--- src/rtl/game_start_ctrl.sv ---
// Game session controller: starts play on the first qualifying button press,
// ends it on game_over, then blocks restarts for HOLDOFF cycles.
module game_start_ctrl #(
  parameter int unsigned N       = 4,
  parameter int unsigned HOLDOFF = 16,
  parameter int unsigned EDGE    = 1,
  parameter int unsigned GW      = 8,
  localparam int unsigned IW     = (N > 1) ? $clog2(N) : 1
) (
  input  logic          clk,
  input  logic          reset,
  input  logic [N-1:0]  press,
  input  logic          game_over,
  output logic          active,
  output logic          over,
  output logic          ready,
  output logic          start,
  output logic [IW-1:0] first_id,
  output logic [GW-1:0] games
);

  localparam int unsigned CW = (HOLDOFF > 0) ? $clog2(HOLDOFF + 1) : 1;

  typedef enum logic [1:0] {IDLE, ACTIVE, OVER} state_t;

  state_t        state;
  logic [N-1:0]  press_q;
  logic [N-1:0]  q;
  logic [CW-1:0] cnt;
  logic [IW-1:0] low_id;
  logic          hold_done;
  logic          launch;

  // Qualifying presses: rising edges, or raw levels in legacy mode.
  always_comb begin
    q = (EDGE != 0) ? (press & ~press_q) : press;
  end

  // Lowest qualifying index wins when several buttons fire together.
  always_comb begin
    low_id = '0;
    for (int i = N - 1; i >= 0; i--) begin
      if (q[i]) low_id = IW'(i);
    end
  end

  always_comb begin
    hold_done = (cnt == CW'(HOLDOFF));
    ready     = (state == IDLE) || ((state == OVER) && hold_done);
    launch    = ready && (|q);
  end

  always_ff @(posedge clk) begin
    if (reset) begin
      state    <= IDLE;
      active   <= 1'b0;
      over     <= 1'b0;
      start    <= 1'b0;
      first_id <= '0;
      games    <= '0;
      cnt      <= '0;
      press_q  <= '1;
    end else begin
      press_q <= press;
      start   <= 1'b0;
      if (launch) begin
        state    <= ACTIVE;
        active   <= 1'b1;
        over     <= 1'b0;
        start    <= 1'b1;
        first_id <= low_id;
        games    <= games + GW'(1);
      end else begin
        case (state)
          ACTIVE: begin
            if (game_over) begin
              state  <= OVER;
              active <= 1'b0;
              over   <= 1'b1;
              cnt    <= '0;
            end
          end
          OVER: begin
            if (!hold_done) cnt <= cnt + CW'(1);
          end
          IDLE: ;
          default: begin
            state  <= IDLE;
            active <= 1'b0;
            over   <= 1'b0;
          end
        endcase
      end
    end
  end

endmodule

--- config.mk ---
export PLATFORM = sky130hd
export DESIGN_NAME = game_start_ctrl
export DESIGN_NICKNAME = d
export VERILOG_FILES = /design/src/rtl/game_start_ctrl.sv
export SDC_FILE = /design/constraint.sdc
export NUM_CORES = 1
export LEC_CHECK = 0
export ABC_AREA = 1
export BUFFER_PORTS_ARGS = -buffer_cell sky130_fd_sc_hd__buf_2
export CORE_MARGIN = 2
export CORE_UTILIZATION = 35
export CTS_BUF_LIST = sky130_fd_sc_hd__clkbuf_4
export DETAILED_ROUTE_END_ITERATION = 16
export SETUP_SLACK_MARGIN = 0.3
export SYNTH_ARGS = -nofsm -noshare
export SYNTH_HDL_FRONTEND = slang
export SYNTH_SLANG_ARGS = --single-unit
--- constraint.sdc ---
create_clock -name clk -period 1.58 [get_ports clk]
set_input_delay 0.316 -clock clk [delete_from_list [all_inputs] [get_ports clk]]
set_output_delay 0.316 -clock clk [all_outputs]
set_load 0.005 [all_outputs]
==> out/summary.txt <==
Worst Clk Skew - 8.67 ps
TritonCTS clock tree - built
Crit Path Max Fanout - 3
DRT Pass-1 Iters - 4
# clock sinks - 22
Starting Density - 36.8%
RSZ-0062 raised after global routing - yes
GPL Wtd Cong - 0.779
Ratio of cells with drive above 1 in the final layout - 50.9%
Worst slew margin - 69.7%
DRC viols - 0
Actual slew at the worst max-slew pin - 453 ps
Final core utilization - 54.4%
Placed insts - 238
CTS H-Tree Depth - 1
Max VDD drop - 0.588 mV
Top delay family on crit path - flip-flops
Pin count of the biggest net entering global routing - 14
Site row count - 21
Pleak - 0.809 nW
Final worst slack - 15.9 ps
I/O Pins - 21
Syn_nets - 188
Synth cell types - 25
Syn Std Cell Area - 1240 µm²
Post-route minimum period - 1560 ps
Placeable Area - 3360 µm²
Synth Warn # - 0
CP startpoint kind - flop
Total track usage - 14.7%
Final Hold Fails - 0
Hold Crit Class - in -> reg
Max incr delay on CP - 360 ps
Critical Path End Type - output port
Antenna violations before repair - 0
Fillers - 352
DP Wirelength - 1820 µm
Crit path kind - reg -> out
Pre-CTS setup slack - 118 ps
Final period util - 99.0%
Seq/Total Area, Yosys - 35.6%
Pwr Density - 869 nW/µm²
Number of CTS-inserted buffers - 3
Worst-Skew Late Latency - 310 ps
DR WL/cell - 12.1 µm
Top-area cell type share of the netlist area - 35.6%
WP data arrival - 1250 ps
First-pass GRT wire length - 4770 µm
Commonest non-fill, non-tap cell in the layout - nand2_1
Drt via density - 4.82
Vias in the first global route - 1067
Critical path cell sequence - inv_4, ha_4, nand2_2, inv_2, nand3_2, nand2_4, buf_6
Setup violators final - 0
Cells after synthesis - 175
Syn Area/Cell - 7.07 µm²
Critical path required time - 1260 ps
Hold Buf Count CTS - 0
Grt ovf - 0
Die height - 63.5 µm
Area Growth Syn to Fin - 47.9%
Final nets - 229
Non-filler cells, final - 260
Status - finished clean
Routed wire length - 3140 µm
Largest area contributor in the netlist - dfxtp_1
Slowest-stage cell, CP - dfxtp_2
Final slew viol count - 0
Max capacitance violation total - 0
Via count - 1253
DRT iter0 DRCs - 39
Seq cells post-synth - 22
Clock Root Buffer - clkbuf_4
Setup TNS - 0 ps
Max clock buf depth - 2
Clock slew at reported path FFs - 120 ps
Port buffer count - 20
Die width - 63.5 µm
Fmax - 639 MHz
Antenna fix cells - 0
Number of nets with antenna violations after routing - 0
Ranking of synthesized cells by area - dfxtp_1 36%, nand2_1 14%, nand3_1 8.5%
Die area - 4030 µm²
Commonest cells after routing, fill and taps aside - 40 x nand2_1, 19 x buf_2, 15 x dfxtp_1, 14 x buf_4, 13 x inv_1
CP Buf/Inv Count - 3
cells in the mapped netlist (all sizes together):
library cell,n
inv,21
clkbuf,1
nor3,1
dfxtp,22
nand2,51
o31ai,1
nand4,3
nand3,22
clkinv,1
o21ai,5
buf,4
a21oi,13
ha,6
nor2,14
nand3b,3
or2,6
xor2,1
cell families (layout without fill, tap and decap cells):
family | Yosys count | after routing | synth area share (%)
AOI/OAI and AO/OA | 19 | 19 | 7.89
and+or+nand+nor | 100 | 103 | 39.4
DFF | 22 | 22 | 35.6
xor gates and xnor gates | 1 | 1 | 0.708
adders and majority gates | 6 | 6 | 6.07
buffers and inverters | 27 | 63 | 10.3
metal layers:
metal / routed length, µm / vias up / GRT usage [%]
met3: 96 / 4 / 2.50
met1: 1360 / 579 / 19.8
met4: 33 / 0 / 4.89
met5: 0 / - / 0
li1: - / 647 / -
met2: 1640 / 23 / 23.8
timing repair:
action,4_1_cts,5_1_grt
resized for setup,15,34
pin swaps,5,17
setup buffers,13,3
gates cloned,1,2
setup endpoints to repair,19,20
final timing paths:
kind,start,endpoint,slack (ps),depth (start not counted)
setup / recovery,state[0],ready,20,7
hold / removal,press[0],press_q[0],190,2
setup reg to reg,state[0],games[0],60,10
hold reg to reg,first_id[1],first_id[1],470,2
state kept, by name, summed over array words and instances, names as in the netlist:
register,cells
start,1
press_q,4
games,8
cnt,5
first_id,2
state,2
final cells by class:
| class | instances | area, µm² | share of cell area, % |
|---|---|---|---|
| multi-input cells | 129 | 940 | 51.3 |
| repair buffers | 38 | 274 | 15.0 |
| inverters | 22 | 85.1 | 4.65 |
| flip-flops and latches | 22 | 452 | 24.7 |
| well taps | 46 | 57.6 | 3.14 |
| clock buffers | 3 | 22.5 | 1.23 |
through the flow:
| stage | total power (W) | cell area, µm² | hold slack (ps) |
|---|---|---|---|
| 3_5_place_dp | 0.00105 | 1440 | 456 |
| 4_1_cts | 0.00147 | 1650 | 184 |
| 5_1_grt | 0.00170 | 1830 | 186 |
| 2_1_floorplan | 0.000980 | 1320 | 400 |
| 3_3_place_gp | 0.00104 | 1440 | 456 |
| 6_report | 0.00159 | 1830 | 195 |
where the power goes:
part | switching, W | leakage (nW) | internal [W]
combinational | 0.000362 | 0.611 | 0.000315
clock | 0.000165 | 0.0138 | 0.0000891
sequential | 0.0000537 | 0.183 | 0.000606
total | 0.000581 | 0.809 | 0.00101
Note: power is estimated with default switching activity, not from simulation.
